--- src/rtl/dsec_key_loader.sv ---
// Key-load and data-routing controller: loads NUM_KEYS key words, then forwards the stream through a 1-deep buffer.
// Optional per-byte odd-parity key check enabled by defining DSEC_KEY_PARITY_EN.
module dsec_key_loader #(
  parameter int unsigned DATA_W   = 64,
  parameter int unsigned NUM_KEYS = 3,
  localparam int unsigned CNT_W   = $clog2(NUM_KEYS + 1)
) (
  input  logic                         clk,
  input  logic                         rst,
  input  logic [DATA_W-1:0]            data_in,
  input  logic                         key_config,
  input  logic                         in_valid,
  output logic                         rdy,
  output logic [DATA_W-1:0]            comp_data,
  output logic                         comp_valid,
  input  logic                         comp_ready,
  output logic [NUM_KEYS*DATA_W-1:0]   key_out,
  output logic                         keys_valid,
  output logic [CNT_W-1:0]             key_count,
  output logic                         done,
  output logic                         error
);

  typedef enum logic [2:0] {
    S_IDLE,
    S_LOAD,
    S_RUN,
    S_DRAIN,
    S_ERR
  } state_t;

  state_t                       r_state;
  logic [NUM_KEYS*DATA_W-1:0]   r_key;
  logic [CNT_W-1:0]             r_key_count;
  logic                         r_keys_valid;
  logic                         r_done;
  logic                         r_error;
  logic [DATA_W-1:0]            r_comp_data;
  logic                         r_comp_valid;

  logic                         w_rdy;
  logic                         w_xfer;
  logic                         w_par_ok;

  // rdy follows comp_ready combinationally in RUN so accept+drain sustains one word per cycle
  always_comb begin
    w_rdy = 1'b0;
    if (r_state == S_LOAD)
      w_rdy = 1'b1;
    else if (r_state == S_RUN)
      w_rdy = !r_comp_valid || comp_ready;
  end

  assign w_xfer = in_valid && w_rdy;

`ifdef DSEC_KEY_PARITY_EN
  always_comb begin
    w_par_ok = 1'b1;
    for (int unsigned b = 0; b < DATA_W / 8; b++) begin
      if (!(^data_in[b*8 +: 8]))
        w_par_ok = 1'b0;
    end
  end
`else
  assign w_par_ok = 1'b1;
`endif

  always_ff @(posedge clk or posedge rst) begin
    if (rst) begin
      r_state      <= S_IDLE;
      r_key        <= '0;
      r_key_count  <= '0;
      r_keys_valid <= 1'b0;
      r_done       <= 1'b0;
      r_error      <= 1'b0;
      r_comp_data  <= '0;
      r_comp_valid <= 1'b0;
    end else begin
      r_done <= 1'b0;
      case (r_state)
        S_IDLE: begin
          if (key_config) begin
            r_state      <= S_LOAD;
            r_key        <= '0;
            r_key_count  <= '0;
            r_keys_valid <= 1'b0;
          end else if (in_valid) begin
            r_state <= S_ERR;
            r_error <= 1'b1;
          end
        end

        S_LOAD: begin
          // a restart swallows any word presented in the same cycle
          if (key_config) begin
            r_key       <= '0;
            r_key_count <= '0;
          end else if (w_xfer) begin
            if (!w_par_ok) begin
              r_state     <= S_ERR;
              r_error     <= 1'b1;
              r_key       <= '0;
              r_key_count <= '0;
            end else begin
              for (int unsigned i = 0; i < NUM_KEYS; i++) begin
                if (r_key_count == CNT_W'(i))
                  r_key[i*DATA_W +: DATA_W] <= data_in;
              end
              r_key_count <= r_key_count + CNT_W'(1);
              if (r_key_count == CNT_W'(NUM_KEYS - 1)) begin
                r_done       <= 1'b1;
                r_keys_valid <= 1'b1;
                r_state      <= S_RUN;
              end
            end
          end
        end

        S_RUN: begin
          if (w_xfer) begin
            r_comp_data  <= data_in;
            r_comp_valid <= 1'b1;
          end else if (comp_ready) begin
            r_comp_valid <= 1'b0;
          end
          if (key_config)
            r_state <= S_DRAIN;
        end

        S_DRAIN: begin
          if (!r_comp_valid || comp_ready) begin
            r_comp_valid <= 1'b0;
            r_state      <= S_LOAD;
            r_key        <= '0;
            r_key_count  <= '0;
            r_keys_valid <= 1'b0;
          end
        end

        S_ERR: begin
          r_comp_valid <= 1'b0;
          if (key_config) begin
            r_state      <= S_LOAD;
            r_error      <= 1'b0;
            r_key        <= '0;
            r_key_count  <= '0;
            r_keys_valid <= 1'b0;
          end
        end

        default: r_state <= S_IDLE;
      endcase
    end
  end

  assign rdy        = w_rdy;
  assign comp_data  = r_comp_data;
  assign comp_valid = r_comp_valid;
  assign key_out    = r_key;
  assign keys_valid = r_keys_valid;
  assign key_count  = r_key_count;
  assign done       = r_done;
  assign error      = r_error;

endmodule

--- config.mk ---
export PLATFORM = sky130hd
export DESIGN_NAME = dsec_key_loader
export DESIGN_NICKNAME = d
export VERILOG_FILES = /design/src/rtl/dsec_key_loader.sv
export SDC_FILE = /design/constraint.sdc
export NUM_CORES = 1
export LEC_CHECK = 0
export BUFFER_PORTS_ARGS = -buffer_cell sky130_fd_sc_hd__buf_2
export CAP_MARGIN = 20
export CORE_ASPECT_RATIO = 2
export CORE_MARGIN = 5
export CORE_UTILIZATION = 40
export CTS_CLUSTER_SIZE = 40
export DETAILED_ROUTE_END_ITERATION = 8
export GPL_TIMING_DRIVEN = 0
export PLACE_DENSITY = 0.73
export RECOVER_POWER = 50
export SLEW_MARGIN = 20
export SYNTH_ARGS = -nofsm -noshare
export SYNTH_HDL_FRONTEND = slang
export SYNTH_SLANG_ARGS = --single-unit
--- constraint.sdc ---
create_clock -name clk -period 23 [get_ports clk]
set_input_delay 1.15 -clock clk [delete_from_list [all_inputs] [get_ports clk]]
set_output_delay 1.15 -clock clk [all_outputs]
set_load 0.02 [all_outputs]
---- Word level (Yosys, flattened, before mapping) ----
Index checks and enable logic that the tools add are counted.
storage, ports and cells
  register bits after elaboration ......... 265
  input bits .............................. 69
  word-level logic and storage cells ...... 90
cells by class
  add/sub/neg operators ................... 1
  equal/unequal tests ..................... 21
  muxes and demuxes ....................... 40
  reduce and logical (&&, ||, !) cells .... 18
operator list
  kind                                                    number
  2-to-1 mux 192 bit                                      4
  case mux 192 bit (3 select lines)                       1
  2-to-1 mux 64 bit                                       3
  2-to-1 mux 3 bit                                        8
  2-to-1 mux 1 bit                                        15
  case mux 3 bit (5 select lines)                         1
  AND reduction 5 bit                                     3
  inequality test 2 bit (second input constant)           7
  inequality test 3 x 2 -> 1 bit (second input constant)  3
  inequality test 3 bit (second input constant)           3
  2-to-1 mux 2 bit                                        4
  AND reduction 4 bit                                     2
  AND reduction 7 bit                                     1
  == test 3 x 2 -> 1 bit (second input constant)          2
  case mux 1 bit (3 select lines)                         2
  case mux 2 bit (3 select lines)                         1
  AND reduction 6 bit                                     1
  nonzero test 3 bit                                      2
  inequality test 2 x 1 -> 1 bit (second input constant)  2
  == test 3 x 1 -> 1 bit (second input constant)          1
  == test 3 bit (second input constant)                   1
  logical NOT 3 bit                                       1
  AND reduction 3 bit                                     1
  adder 2 x 1 -> 2 bit (second input constant)            1
  10 further kinds                                        10

---- Longest topological paths before layout ----
  depth after elaboration ................. 8
  depth in mapped cells ................... 7

---- Worst setup path before layout ----
OpenSTA, ideal clock, no wires.
  path type ............................... input to output
  start ................................... input comp_ready
  end ..................................... output rdy
  data arrival time ....................... 1.778 ns
  data required time ...................... 21.850 ns
  setup slack ............................. 20.072 ns
  stages .................................. 3
  buffers on the path ..................... 0
  path through ............................ nand2b_1 nand3b_1 a21oi_1
on the way
  word-level cells in the longest chain between the ends .. 3
ends and longest elaborated chain
  what                line  source
  start: declaration  16    input logic comp_ready,
  logical OR 1 bit    51    w_rdy = !r_comp_valid || comp_ready;
  2-to-1 mux 1 bit    50    else if (r_state == S_RUN)
  2-to-1 mux 1 bit    48    if (r_state == S_LOAD)
  end: declaration    13    output logic rdy,
No other way between the ends.

==> flow_summary.toml <==
[setup_path]
critical_path_class = "in2async"
start_kind = "input pin"
r2r_slack_ns = 19.85
worst_r2r_endpoint = "key_out[73]"
worst_ep_required_time_ns = 22.27
r2r_start = "r_state[0]"
reg2reg_depth = 6
cp.arrival_ns = 7.52
startpoint = "rst"
end_kind = "asynchronous set/reset pin"
crit_fanout = 111

[global_route]
grt_overflow = 0
grt_start_max_net_pins = 112
grtUsageTotal = 0.1825
grt_pass1_wl_um = 45740
grt_pass1_vias = 7798
antenna_found_initial = 0

[placed_design]
gp_congestion = 0.8667
placed_cells_incl_taps = 1361
placed_cell_area_sq_um = 13420
portBuffers = 330
hpwl_um = 21610

[layout]
final_cell_area_sq_um = 14140
utilization = 0.5055
final_cell_mix = "265 x dfrtp_1, 234 x buf_2, 180 x mux2_4"
drive_gt1_frac = 0.5319
final_common_cell = "dfrtp_1"
fill_cells = 2431
area_growth_pct = 25.55
multi_input_comb_area_sq_um = 4295
instances_no_fill = 1405
finalNetCount = 1104
num_antenna_cells = 0
regArea_sq_um = 6631

[hold_path]
holdPathStages = 1
whs_endpoint = "key_out[14]"
hold_start = "key_out[14]"
hp-class = "reg2reg"

[sta]
hold_violations = 0
fin_crit_ns = 8.248
finalSetupViolCount = 0
holdWs_ns = 0.5047
rsz0062_at_grt = "false"
max_freq_mhz = 121.2
worst_clock_skew_ns = 0.01204
tightest_slew_ns = 5.636
slew_headroom = -2.757
slew_viol_final = 292
timing.final.crit_share = 0.3586
tns_ns = 0

[floorplan]
core_area_sq_um = 27980
die_h_um = 247.3
dieArea_sq_um = 31820
rows = 87
io_pins = 332
floorplan.initialDensity = 0.4026
die_w_um = 128.7

[logic_synthesis]
syn-cell-area_sq_um = 11260
synth_top_area_cell = "dfrtp_1"
synth_top_area_frac = 0.5888
ys_top_cells_by_area = "dfrtp_1 59%, mux2_4 24%, mux2_2 7.4%"
avgSynthCellArea_sq_um = 16.74
yosys_warnings = 0
synth-seq-cells = 265
synth_cells = 673
synth.distinct_cells = 35
seq_area_frac_synth = 0.5888
syn-num-nets = 745

[routing]
drtAntennaViolNets = 0
drc = 0
routedWlPerCell_um = 21.15
viasPerCell = 4.918
drt_first_iter_violations = 402
wl_um = 29710
firstDrtPassIters = 4
num_vias = 6910

[clock_network]
cts_tree = "done"
clock_path_buffers = 3
clk_latency_ns = 0.53
clock-root-buffer = "clkbuf_16"
cts_setup_buffers = 0
h-tree-depth = 1
postCtsHoldBufs = 0
clock-sinks = 265
post_cts_resized = 0
clk_pin_slew_ns = 0.07
cts_buffers = 25

[power_and_ir_drop]
power.density_nw_per_um2 = 154.2
cellLeakagePower_nw = 7.565
max-vdd-ir-drop_mv = 0.07243

[run_status]
violations = "capacitance limit, slew limit"
status = "finished with violations"

[job]
maxCapViolations = 5
## critical path, stage by stage
cell and delay (ns):
buf_2 0.10, clkinvlp_2 2.05, clkbuf_1 4.07
## power breakdown
| group | total, W | internal [W] | switching (W) |
|---|---|---|---|
| clock network | 0.000473 | 0.000289 | 0.000185 |
| logic | 0.000958 | 0.000424 | 0.000534 |
| registers | 0.000749 | 0.000639 | 0.000110 |
## cell usage after synthesis
| library cell | n |
|---|---|
| nor4_1 | 1 |
| a211oi_2 | 1 |
| mux2_4 | 180 |
| clkbuf_1 | 2 |
| clkbuf_2 | 1 |
| mux2_1 | 2 |
| and2b_1 | 1 |
| a21o_1 | 1 |
| dfrtp_1 | 265 |
| nand2_2 | 1 |
| a31oi_1 | 1 |
| nand2_1 | 8 |
| buf_2 | 13 |
| or4b_4 | 1 |
| a311o_1 | 1 |
| a21oi_4 | 3 |
| a21oi_2 | 3 |
| o21ai_0 | 3 |
| mux2_2 | 74 |
| nand3b_1 | 1 |
| a21oi_1 | 3 |
| buf_6 | 19 |
| o21a_1 | 1 |
| o22a_1 | 1 |
| mux2i_1 | 2 |
| nor2_1 | 4 |
| inv_1 | 4 |
| a311oi_1 | 1 |
| nand3_1 | 1 |
| a31o_2 | 1 |
| and4bb_2 | 1 |
| nor3_1 | 1 |
| ha_1 | 3 |
| nand2b_1 | 4 |
| and2_1 | 64 |
## kinds of logic (layout without fill, tap and decap cells)
logic type      after synthesis  in the layout  synth area share
fa+ha+maj                     3              3          0.003333
simple gates                 88             88           0.04743
mux                         258            258            0.3177
flops                       265            265            0.5888
compound gates               20             20           0.01555
buf+inv                      39            415           0.02722
## state kept, by name, summed over array words and instances (netlist names)
name	cells
comp_data	64
comp_valid	1
done	1
error	1
key_count	2
key_out	192
keys_valid	1
r_state	3
## metrics by stage
stage	power, W	worst slack (ns)
2_1_floorplan	0.001417	14.55
3_3_place_gp	0.001721	12.10
3_5_place_dp	0.001744	19.92
4_1_cts	0.002230	19.92
5_1_grt	0.002289	12.77
6_report	0.002181	14.75
## layer usage
layer	GRT usage	share of wire
met5	0	0
met4	0.05442	0.025
met3	0.04626	0.087
met2	0.2929	0.46
met1	0.2442	0.42
## layout make-up
class,instances,share of cell area
sequential,265,0.4689
multi-input combinational,369,0.3038
timing repair buffer,332,0.1078
clock buffer,29,0.04743
tap,356,0.03150
buffer,35,0.02044
clock inverter,15,0.01902
inverter,4,0.001150
## worst max-delay path by stage
stage	end	slack (ns)
2_1_floorplan	comp_data[0]	14.55
3_3_place_gp	comp_data[45]	12.10
3_5_place_dp	comp_data[0]	19.92
4_1_cts	rdy	19.92
5_1_grt	key_out[100]	12.77
6_report	key_out[164]	14.75
Note: power is estimated with default switching activity, not from simulation.
